[src/rtl/instr_cache_if.sv]
// ---------------------------------------------------------------------------
// instr_cache_if
// Bundles the two sides of the instruction cache into one interface.
//   CPU fetch side : read, address        -> cache
//                    instruction, busywait <- cache
//   Memory side    : mem_read, mem_address -> instruction memory
//                    mem_readdata, mem_busywait <- instruction memory
//
// Handshake: the CPU holds read/address stable while busywait=1 and takes
// instruction in a cycle where read=1 and busywait=0. The cache holds
// mem_read/mem_address stable while mem_busywait=1; the block on
// mem_readdata is taken in the first mem_read cycle with mem_busywait=0.
//
// Modports: master = CPU plus memory (drives the cache inputs),
//           slave  = the cache itself.
// ---------------------------------------------------------------------------
interface instr_cache_if #(
    parameter int ADDR_W = 10
);
    logic              read;
    logic [ADDR_W-1:0] address;
    logic [31:0]       instruction;
    logic              busywait;
    logic              mem_read;
    logic [ADDR_W-5:0] mem_address;
    logic [127:0]      mem_readdata;
    logic              mem_busywait;

    modport master (
        output read, address, mem_readdata, mem_busywait,
        input  instruction, busywait, mem_read, mem_address
    );

    modport slave (
        input  read, address, mem_readdata, mem_busywait,
        output instruction, busywait, mem_read, mem_address
    );
endinterface

[src/rtl/instr_cache.sv]
// ---------------------------------------------------------------------------
// instr_cache
// Direct-mapped, read-only instruction cache with 16-byte lines. A hit
// returns the 32-bit instruction combinationally in the same cycle; a miss
// stalls the CPU (busywait), reads the whole block from instruction memory,
// installs it and then serves the re-presented address as a hit.
//
// Ports:
//   clk       : system clock, rising edge
//   reset     : asynchronous, active-low reset
//   bus       : instr_cache_if.slave (CPU fetch side and memory side)
//   fsm_state : current controller state (0 IDLE, 1 MEM_READ, 2 UPDATE)
// ---------------------------------------------------------------------------
module instr_cache #(
    parameter int ADDR_W     = 10,
    parameter int NUM_BLOCKS = 8
) (
    input  logic          clk,
    input  logic          reset,
    instr_cache_if.slave  bus,
    output logic [1:0]    fsm_state
);

    localparam int IDX_W = $clog2(NUM_BLOCKS);
    localparam int TAG_W = ADDR_W - 4 - IDX_W;

    typedef enum logic [1:0] {
        S_IDLE     = 2'd0,
        S_MEM_READ = 2'd1,
        S_UPDATE   = 2'd2
    } state_t;

    state_t state;
    state_t state_next;

    // Address split: [1:0] byte (ignored), [3:2] word, then index, then tag.
    logic [1:0]       offset;
    logic [IDX_W-1:0] index;
    logic [TAG_W-1:0] tag;
    logic             unused_byte_bits;

    assign offset           = bus.address[3:2];
    assign index            = bus.address[4+IDX_W-1:4];
    assign tag              = bus.address[ADDR_W-1:4+IDX_W];
    assign unused_byte_bits = ^bus.address[1:0];

    logic [NUM_BLOCKS-1:0] valid;
    logic [TAG_W-1:0]      tag_store  [NUM_BLOCKS];
    logic [127:0]          data_store [NUM_BLOCKS];
    logic [127:0]          fill_q;
    logic [127:0]          line;

    logic hit;
    logic fill_en;
    logic line_we;
    logic busy_c;
    logic mem_read_c;
    logic [ADDR_W-5:0] mem_address_c;

    assign line = data_store[index];
    assign hit  = bus.read & valid[index] & (tag_store[index] == tag);

    // ------------------------------------------------------------------
    // Next-state and outputs
    // ------------------------------------------------------------------
    always_comb begin
        state_next    = state;
        busy_c        = 1'b0;
        mem_read_c    = 1'b0;
        mem_address_c = '0;
        fill_en       = 1'b0;
        line_we       = 1'b0;
        case (state)
            S_IDLE: begin
                busy_c = bus.read & ~hit;
                if (bus.read & ~hit) begin
                    state_next = S_MEM_READ;
                end
            end
            S_MEM_READ: begin
                busy_c        = 1'b1;
                mem_read_c    = 1'b1;
                // The CPU is stalled, so the current address still names the
                // missing block.
                mem_address_c = bus.address[ADDR_W-1:4];
                if (!bus.mem_busywait) begin
                    fill_en    = 1'b1;
                    state_next = S_UPDATE;
                end
            end
            S_UPDATE: begin
                busy_c     = 1'b1;
                line_we    = 1'b1;
                state_next = S_IDLE;
            end
            default: begin
                state_next = S_IDLE;
            end
        endcase
    end

    // busywait is forced low while reset is held, even with read=1 and all
    // lines invalid.
    assign bus.busywait    = busy_c & reset;
    assign bus.mem_read    = mem_read_c;
    assign bus.mem_address = mem_address_c;
    assign bus.instruction = hit ? line[{offset, 5'b0} +: 32] : 32'h0;
    assign fsm_state       = state;

    // ------------------------------------------------------------------
    // Controller state, valid bits and fill register
    // ------------------------------------------------------------------
    always_ff @(posedge clk or negedge reset) begin
        if (!reset) begin
            state  <= S_IDLE;
            valid  <= '0;
            fill_q <= '0;
        end else begin
            state <= state_next;
            if (fill_en) begin
                fill_q <= bus.mem_readdata;
            end
            if (line_we) begin
                valid[index] <= 1'b1;
            end
        end
    end

    // Tag and data arrays need no reset: they are qualified by valid.
    // A reset mid-fill forces state to IDLE, so no UPDATE write can follow.
    always_ff @(posedge clk) begin
        if (line_we) begin
            data_store[index] <= fill_q;
            tag_store[index]  <= tag;
        end
    end

endmodule

[src/flat_wrapper.sv]
// flat-port wrapper written by rule: the top's interface ports become plain ports
module instr_cache_flat 
#(
    parameter int ADDR_W     = 10,
    parameter int NUM_BLOCKS = 8
)
  (clk, reset, fsm_state, bus_read, bus_address, bus_mem_readdata, bus_mem_busywait, bus_instruction, bus_busywait, bus_mem_read, bus_mem_address);
  instr_cache_if #(.ADDR_W(ADDR_W)) bus_i ();
  input  logic clk;
  input  logic reset;
  output logic [1:0] fsm_state;
  input wire logic [$bits(bus_i.read)-1:0] bus_read;
  input wire logic [$bits(bus_i.address)-1:0] bus_address;
  input wire logic [$bits(bus_i.mem_readdata)-1:0] bus_mem_readdata;
  input wire logic [$bits(bus_i.mem_busywait)-1:0] bus_mem_busywait;
  output wire logic [$bits(bus_i.instruction)-1:0] bus_instruction;
  output wire logic [$bits(bus_i.busywait)-1:0] bus_busywait;
  output wire logic [$bits(bus_i.mem_read)-1:0] bus_mem_read;
  output wire logic [$bits(bus_i.mem_address)-1:0] bus_mem_address;
  assign bus_i.read = bus_read;
  assign bus_i.address = bus_address;
  assign bus_i.mem_readdata = bus_mem_readdata;
  assign bus_i.mem_busywait = bus_mem_busywait;
  assign bus_instruction = bus_i.instruction;
  assign bus_busywait = bus_i.busywait;
  assign bus_mem_read = bus_i.mem_read;
  assign bus_mem_address = bus_i.mem_address;
  instr_cache #(.ADDR_W(ADDR_W), .NUM_BLOCKS(NUM_BLOCKS)) u_core (.clk(clk), .reset(reset), .bus(bus_i), .fsm_state(fsm_state));
endmodule
[config.mk]
export PLATFORM = sky130hd
export DESIGN_NAME = instr_cache_flat
export DESIGN_NICKNAME = d
export VERILOG_FILES = /design/src/rtl/instr_cache_if.sv /design/src/rtl/instr_cache.sv /design/src/flat_wrapper.sv
export SDC_FILE = /design/constraint.sdc
export NUM_CORES = 1
export LEC_CHECK = 0
export CAP_MARGIN = 25
export CORE_UTILIZATION = 55
export CTS_CLUSTER_SIZE = 28
export DETAILED_ROUTE_END_ITERATION = 10
export PLACE_DENSITY = 0.75
export SYNTH_ARGS = -nofsm -noshare
export SYNTH_HDL_FRONTEND = slang
export SYNTH_SLANG_ARGS = --single-unit
[constraint.sdc]
create_clock -name clk -period 6.2 [get_ports clk]
set_input_delay 1.24 -clock clk [delete_from_list [all_inputs] [get_ports clk]]
set_output_delay 1.24 -clock clk [all_outputs]
set_load 0.02 [all_outputs]
; After elaboration in Yosys (flattened, before gate mapping)
; Memory sizes are Yosys's and may differ from the RTL's.
; Cells that the tools add are included.
; W data, S select, Z words.
[totals]
register_bits = 138
ramBits = 1048
in_bits = 142
output_inout_bits = 42
elab_cells = 39
mem_count = 2
[op_classes]
order_cmp = 2
n_eq_ne = 5
shifts = 1
mux = 16
n_bitwise = 6
reduce_logical = 4
[memory_table]
columns = name, depth, width, read_ports, rd_clocked_by_memory_dff, write_ports, line_no
row1 = u_core.data_store, 8, 128, 1, 0, 1, instr_cache.sv:49  ; logic [127:0] data_store [NUM_BLOCKS];
row2 = u_core.tag_store, 8, 3, 1, 0, 1, instr_cache.sv:48  ; logic [TAG_W-1:0] tag_store [NUM_BLOCKS];
[op_table]
columns = op, count
row1 = $shiftx A128 B8 Y32, 1
row2 = $mux W32, 1
row3 = $mux W1, 8
row4 = $or A8 B8 Y8, 1
row5 = $mux W6, 1
row6 = $and A1 B1 Y1, 4
row7 = $lt A3 B4 Y1 const B, 1
row8 = $mux W2, 2
row9 = $pmux W2 S2, 1
row10 = $bmux W1 S3, 1
row11 = $demux W1 S3, 1
row12 = $eq A3 B3 Y1, 1
row13 = $ge A3 B1 Y1 const B, 1
row14 = $eq A2 B1 Y1 const B, 1
row15 = $eq A2 B2 Y1 const B, 1
row16 = $logic_not A2 Y1, 1
row17 = $ne A2 B1 Y1 const B, 1
row18 = $ne A2 B2 Y1 const B, 1
row19 = $pmux W1 S2, 1
row20 = $reduce_and A2 Y1, 1
row21 = $reduce_or A2 Y1, 1
row22 = $logic_and A1 B1 Y1, 1
row23 = $not A1 Y1, 1

; Longest topological paths before layout
; Gate-level depths: netlist of the first run.
[logic_depth]
ltp_word = 8
ltp_mapped = 12
depth_no_buf = 6

; Worst setup path after synthesis of the first run
; Ideal clock, no wire load.
[synth_timing]
path_type = input port to flip-flop
start = input bus_address[4]
end = register u_core.valid[1]
setup_ns = 0.100
t_arrival_ns = 8.759
required_ns = 6.100
slack_ns = -2.658
stages = 10
path_buffers = 7
path_cell_list = buf_6 buf_4 buf_2 buf_2 buf_4 buf_2 buf_2 nand2_1 nor2_1 or2_2
[synth_via]
elab_chain_cells = 5
word_cells_on_any_way = 6
cone_classes = 2 x order compare / 2 x mux / 1 x bitwise / 1 x reduce/logical
[synth_lines]
columns = element, line_no
row1 = from (decl), flat_wrapper.sv:13  ; input wire logic [$bits(bus_i.address)-1:0] bus_address;
row2 = $lt A3 B4 Y1 (implied by the code) or $ge A3 B1 Y1 (tied branches), instr_cache.sv:124  ; valid[index] <= 1'b1;
row3 = $logic_and A1 B1 Y1 (implied by the code), instr_cache.sv:124
row4 = $mux W1 (implied by the code), instr_cache.sv:124
row5 = $demux W1 S3 *, --
row6 = $or A8 B8 Y8 (no source line) *, --
row7 = to (signal assigned), instr_cache.sv:116  ; valid <= '0;
row8 = "to (signal, indexed assignment)", instr_cache.sv:124
row9 = to (decl), instr_cache.sv:47  ; logic [NUM_BLOCKS-1:0] valid;
; Mark *: on every way between the ends. The rest lies on a longest branch, timed or not.
; A chain may end at the register's enable or synchronous reset.

; Worst setup path after layout of the first run
[layout_timing]
start = input bus_address[4]
end = output bus_instruction[3]
[layout_via]
elab_chain_cells = 5
word_cells_on_any_way = 9
cone_classes = 1 x eq/ne / 1 x shift / 3 x mux / 2 x bitwise / 2 x memory
[layout_lines]
columns = element, line_no
row1 = branches (longest 4 deep; another with $mem_v2 Z8 W128), --
row2 = $mux W32 *, instr_cache.sv:107  ; assign bus.instruction = hit ? line[{offset, 5'b0} +: 32] : 32'h0;
row3 = to (decl), flat_wrapper.sv:16  ; output wire logic [$bits(bus_i.instruction)-1:0] bus_instruction;
; Every way passes the cells marked *. The select of a mux whose other input is x is not followed.

==> results of run 1 <==
## cell families after synthesis
| family | Yosys count | synth area share [%] |
|---|---|---|
| muxes | 429 | 14.9 |
| AOI/OAI and AO/OA | 295 | 4.51 |
| xor gates and xnor gates | 2 | 0.0385 |
| and+or+nand+nor | 211 | 2.17 |
| buffers and inverters | 151 | 1.57 |
| adders and majority gates | 4 | 0.110 |
| DFF | 1186 | 76.7 |
## worst min-delay path, cell delays in order (launching register included)
cell and delay (ns):
dfrtp_1 0.32, inv_1 0.05, o21ai_0 0.06
## report_power, final
part / internal (mW) / switching [mW] / total, mW / leakage, nW
sequential: 10.5 / 1.15 / 11.7 / 11.1
clock: 4.10 / 2.94 / 7.04 / 1.87
combinational: 0.914 / 0.893 / 1.81 / 4.33
## how the worst max path moves through the flow
stage,end,slack [ns],cells past startpoint
2_1_floorplan,u_core.data_store[1][0]$_DFFE_PP_,-0.41,9
3_3_place_gp,bus_instruction[3],0.35,8
3_5_place_dp,bus_instruction[3],0.32,8
4_1_cts,bus_instruction[3],0.31,8
5_1_grt,bus_instruction[3],0.22,8
6_report,bus_instruction[3],0.27,8
## cell type report
class | count | area [um^2]
Sequential cell | 1186 | 34900
Fill cell | 5386 | 29300
Multi-Input combinational cell | 941 | 9970
Clock buffer | 149 | 3040
Timing Repair Buffer | 247 | 2570
Tap cell | 1070 | 1340
Clock inverter | 66 | 808
Inverter | 10 | 37.5
## cell usage in the layout, fill, tap and decap left out, drive strengths merged, types with 8 or more instances in the layout
| cell type | Yosys | final |
|---|---|---|
| edfxtp | 1048 | 1048 |
| mux2 | 200 | 200 |
| mux4 | 180 | 180 |
| clkdlybuf4s50 | 0 | 167 |
| clkbuf | 63 | 151 |
| dfrtp | 138 | 138 |
| buf | 78 | 77 |
| o22ai | 64 | 64 |
| nor2 | 63 | 63 |
| nand2 | 60 | 60 |
| a21oi | 56 | 56 |
| mux2i | 49 | 49 |
| o221ai | 46 | 46 |
| clkinv | 1 | 40 |
| o21ai | 38 | 38 |
| nand2b | 21 | 21 |
| a211oi | 18 | 18 |
| nor3 | 18 | 18 |
| bufinv | 0 | 15 |
| o211ai | 14 | 14 |
| inv | 9 | 14 |
| nand3 | 12 | 12 |
| or2 | 11 | 11 |
| a31oi | 8 | 8 |
| and2 | 8 | 8 |
## flip-flops by register name (all words and copies together), names as in the netlist
signal / cells
u_core.valid: 8
u_core.data_store: 1024
u_core.fill_q: 128
u_core.fsm_state: 2
u_core.tag_store: 24
## metrics by stage
stage	cell area [um^2]	util (%)	instances	hold WS, ns
after floorplan	45600	-	2278	0.428
after global placement	48800	59.5	3452	0.446
after detailed placement	48800	59.6	3454	0.451
after CTS	52700	64.3	3669	0.465
after global routing	52700	64.3	3669	0.486
final	52700	64.3	3669	0.469
## routing by layer
| metal | global-route usage (%) | vias to the layer above | share of wire (%) |
|---|---|---|---|
| met2 | 41.4 | 1115 | 49 |
| met1 | 34.7 | 12200 | 39 |
| met3 | 4.32 | 177 | 8.1 |
| met4 | 9.11 | 4 | 3.2 |
| met5 | 0 | - | 0.017 |
| li1 | - | 9792 | - |
==> results.cfg, run 1 <==
[worst_setup_path]
r2r_start = u_core.fsm_state[0]$_DFFE_PN0P_
crit_slowest_cell = or4_4
startpoint_type = primary input
crit_type = in2out
cp_max_fo = 16
worst-r2r-cell-count = 5
crit_buf_inv = 2
r2r_slack_ns = 3.33
required_ns = 4.96
crit_path_cell_trace = clkbuf_8 -> mux4_2 -> mux2i_1 -> xor2_1 -> nand3_2 -> or4_4 -> a211oi_1 -> clkdlybuf4s50_1
reg2reg_to = u_core.data_store[3][127]$_DFFE_PP_
worstSetupEndpointType = output pin
cp_top_family = buffers and inverters
crit_start = bus_address[4]
worstPathArrival_ns = 4.69
cp_slowest_stage_delay_ns = 0.76

[die]
core_area_mm2 = 0.0820
start_util_pct = 55.6
die_x_um = 290
io_pins = 184
rows = 105
dieHeight_um = 290
die-area_mm2 = 0.0840

[synth]
ys.flop_type = edfxtp_1
synth_top_area_share_pct = 69.1
yosysMostFrequentCell = edfxtp_1
syn_nets = 2424
synth_cells = 2278
yosysWarnings = 0
synthTopCellsByCount = 1048 x edfxtp_1, 200 x mux2_2, 180 x mux4_2, 138 x dfrtp_1, 64 x o22ai_1
yosys-top-cells-area = edfxtp_1 69%, mux4_2 8.9%, dfrtp_1 7.6%
avgSynthCellArea_um2 = 20.0
synth_edf_count = 1048
ys_async_sr_fraction_pct = 11.6
synthDistinctLibCells = 52
yosysTopAreaCell = edfxtp_1
ys_seq_area_share_pct = 76.7
synth-seq-cells = 1186
syn_area_mm2 = 0.0455

[global_routing]
antenna_found_initial = 2
grt_pass1_vias = 24100
grt_overflow_total = 0
grt_pass1_wl_mm = 154
grt_usage_pct = 25.3
grt_max_degree = 129

[status]
outcome = finished clean

[hold_path]
hold_end = u_core.valid[4]$_DFFE_PN0P_
min_path_type = reg2reg
hold_start = u_core.valid[4]$_DFFE_PN0P_
worstHoldPathCells = 2

[clocking]
htreeDepth = 3
cts_setup_buffers = 0
ctsResizeCount = 0
cts_buffer_depth = 3
cts_made_buffers = 113
cts_tree = yes
clk_latency_ns = 0.69
clockRootBuffer = clkbuf_16
clkTransAtPathRegs_ns = 0.06
hold_buffers = 0
cts_sinks = 1186

[timing]
max_freq_mhz = 169
setup_ws_ns = 0.270
final.setup.tns_ns = 0
clock-skew-final_ns = 0.0170
slew_viol_final = 0
max_slew.worst_pin.slew_ns = 1.01
min_period_over_period_pct = 95.6
rsz0062_at_grt = no
relSlewSlack_pct = 32.2
min_period_ns = 5.93
setup_viol = 0
hold_viol = 0

[power_and_ir_drop]
p_per_area_mw_per_mm2 = 389
leakagePower_nw = 17.3
peakVddDrop_mv = 0.268
fin_total_pwr_mw = 20.5

[place]
post-place-ws_ns = 0.321
portBuffers = 181
hpwl_mm = 56.4
globalplace.congestion = 0.804

[detailed_routing]
dr_total_vias = 23300
avgRoutedWirePerCell_um = 28.7
routed_wl_mm = 105
antenna_left = 0
drt-initial-drc-count = 2645
drt-vias-per-instance = 6.36
drc = 0
drt_first_pass_iters = 6

[final_layout]
area_growth_syn_to_layout_pct = 15.7
finalNetCount = 2645
num_antenna_cells = 0
final_layout_size_suffix_gt1_share_pct = 25.7

[job]
max_cap_viol_count = 0
(Power assumes the default switching activity.)
==> run 2: changes to the inputs <==
Settings changed: ABC_AREA set to 1.
==> run 2 against run 1 <==
Against the previous run:
- the run now ends with DRC left
- global-route usage grew 2.0 points
- design area shrank 0.20%
- combinational power is 6% higher
- largest cell class unchanged
- wire length rose by 10%
- synthesized area increased by 1.1%
- clock power is 6.5% lower
- setup slack improved by 0.16 ns
- count of clock-buffer cells in the layout is 30 higher
- via count rose by 25%
- critical path type unchanged
- clock skew is 0.010 ns higher
==> results.cfg, run 2 <==
[global_routing]
grt_pass1_wl_mm = 174
grt_pass1_vias = 28700
grt_overflow_total = 0
antenna_found_initial = 0
grt_max_degree = 124
grt_usage_pct = 27.3

[synth]
ys.flop_type = edfxtp_1
synth_edf_count = 1048
synthTopCellsByCount = 1140 x nand2_1, 1048 x edfxtp_1, 298 x nand3_1, 211 x nor2_1, 138 x dfrtp_1
synthDistinctLibCells = 44
ys_seq_area_share_pct = 75.9
synth_top_area_share_pct = 68.4
syn_area_mm2 = 0.0460
avgSynthCellArea_um2 = 12.9
yosysTopAreaCell = edfxtp_1
synth_cells = 3573
syn_nets = 3719
yosysWarnings = 0
synth-seq-cells = 1186
yosysMostFrequentCell = nand2_1
yosys-top-cells-area = edfxtp_1 68%, nand2_1 9.3%, dfrtp_1 7.5%
ys_async_sr_fraction_pct = 11.6

[power_and_ir_drop]
p_per_area_mw_per_mm2 = 378
leakagePower_nw = 19.1
peakVddDrop_mv = 0.234

[timing]
hold_viol = 0
min_period_ns = 5.77
relSlewSlack_pct = 31.1
rsz0062_at_grt = no
setup_viol = 0
slew_viol_final = 0
final.setup.tns_ns = 0
max_freq_mhz = 173
max_slew.worst_pin.slew_ns = 1.03
min_period_over_period_pct = 93.0
clock-skew-final_ns = 0.0273

[final_layout]
largest_reg_flops = 1024
final_common_cell = nand2_1
most-common-layout-cells = 1138 x nand2_1, 1048 x edfxtp_1, 298 x nand3_1
top_register = u_core.data_store
final_layout_size_suffix_gt1_share_pct = 7.37
area_growth_syn_to_layout_pct = 14.3
final_area_mm2 = 0.0526
finalNetCount = 3886
reg_top3 = u_core.data_store (1024), u_core.fill_q (128), u_core.tag_store (24)

[hold_path]
min_path_type = reg2reg
hold_start = u_core.valid[3]$_DFFE_PN0P_

[clocking]
ctsResizeCount = 0
clkTransAtPathRegs_ns = 0.06
cts_buffer_depth = 3
cts_tree = yes
cts_made_buffers = 113
cts_sinks = 1186
htreeDepth = 3
clk_latency_ns = 0.68
hold_buffers = 0
cts_setup_buffers = 0
clockRootBuffer = clkbuf_16

[detailed_routing]
drt_first_pass_iters = 8
antenna_left = 0
routed_wl_mm = 116
avgRoutedWirePerCell_um = 23.6
dr_total_vias = 29200
drt-initial-drc-count = 3511
drt-vias-per-instance = 5.94
drc = 2

[worst_setup_path]
crit_type = in2out
worstSetupEndpointType = output pin
crit_path_cell_trace = clkdlybuf4s50_1 -> inv_2 -> nand2_1 -> o22ai_1 -> nor3_1 -> o21ai_0 -> o311ai_1 -> nand2_1 -> nor2_1 -> clkdlybuf4s50_1
required_ns = 4.96
r2r_start = u_core.fsm_state[1]$_DFFE_PN0P_
worstPathArrival_ns = 4.53
cp_slowest_stage_delay_ns = 0.74
startpoint_type = primary input
crit_start = bus_address[5]
cp_max_fo = 13
r2r_slack_ns = 3.08
crit_slowest_cell = clkdlybuf4s50_1

[status]
violations = DRC
outcome = complete, but fails checks

[die]
io_pins = 184
die_x_um = 291
die-area_mm2 = 0.0848
rows = 105
start_util_pct = 55.8
core_area_mm2 = 0.0825
dieHeight_um = 291

[place]
portBuffers = 181
place_area_mm2 = 0.0490
hpwl_mm = 61.9
globalplace.congestion = 0.796

[job]
max_cap_viol_count = 0
## run 2: cell families after synthesis
group | Yosys count | share of synthesized area [%]
flops | 1186 | 75.9
buf+inv | 256 | 3.04
fa+ha+maj | 4 | 0.109
simple gates | 1715 | 15.1
compound gates | 412 | 5.83
## run 2: cell type report
cell class,instances,area [um^2]
antenna,1,2.50
clock buffer,179,3220
clock inverter,36,332
fill,5868,29900
inverter,49,196
multi-input combinational,2131,9790
sequential,1186,34900
tap,1070,1340
timing repair buffer,259,2790
## run 2: final timing paths
check,cells past startpoint,end
max in group asynchronous,3,u_core.fill_q[93]$_DFFE_PN0P_
min in group asynchronous,1,u_core.fill_q[22]$_DFFE_PN0P_
max,10,bus_instruction[22]
max reg2reg,8,u_core.fill_q[39]$_DFFE_PN0P_
min reg2reg,2,u_core.valid[3]$_DFFE_PN0P_
min,2,u_core.valid[3]$_DFFE_PN0P_
## run 2: routing by layer
layer,global-route usage [%],vias up,share of wire [%]
met2,44.8,1559,48
met3,4.28,190,9.4
met5,0,-,0
met1,37.8,14400,40
li1,-,13100,-
met4,8.50,0,2.5
## run 2: power by group
part           switching, mW  internal, mW
Combinational           1.31         0.604
Clock                   2.85          3.73
Sequential              1.04          10.3
Total                   5.21          14.7
## run 2: per-stage QoR
| stage | total power, mW | hold slack [ns] | worst slack [ns] | std cells | utilization, % |
|---|---|---|---|---|---|
| floorplan | 12.3 | 0.427 | -1.88 | 3573 | - |
| global placement | 13.3 | 0.440 | 0.515 | 4693 | 59.4 |
| detailed placement | 13.4 | 0.450 | 0.444 | 4694 | 59.4 |
| CTS | 19.9 | 0.465 | 0.450 | 4909 | 63.7 |
| global route | 20.5 | 0.493 | 0.263 | 4910 | 63.7 |
| finish | 19.9 | 0.469 | 0.433 | 4911 | 63.7 |
## run 2: critical path: cells and delay by family
| kind | cells | cell delay, ns |
|---|---|---|
| compound gates | 3 | 0.62 |
| buf+inv | 3 | 1.52 |
| simple gates | 4 | 1.15 |
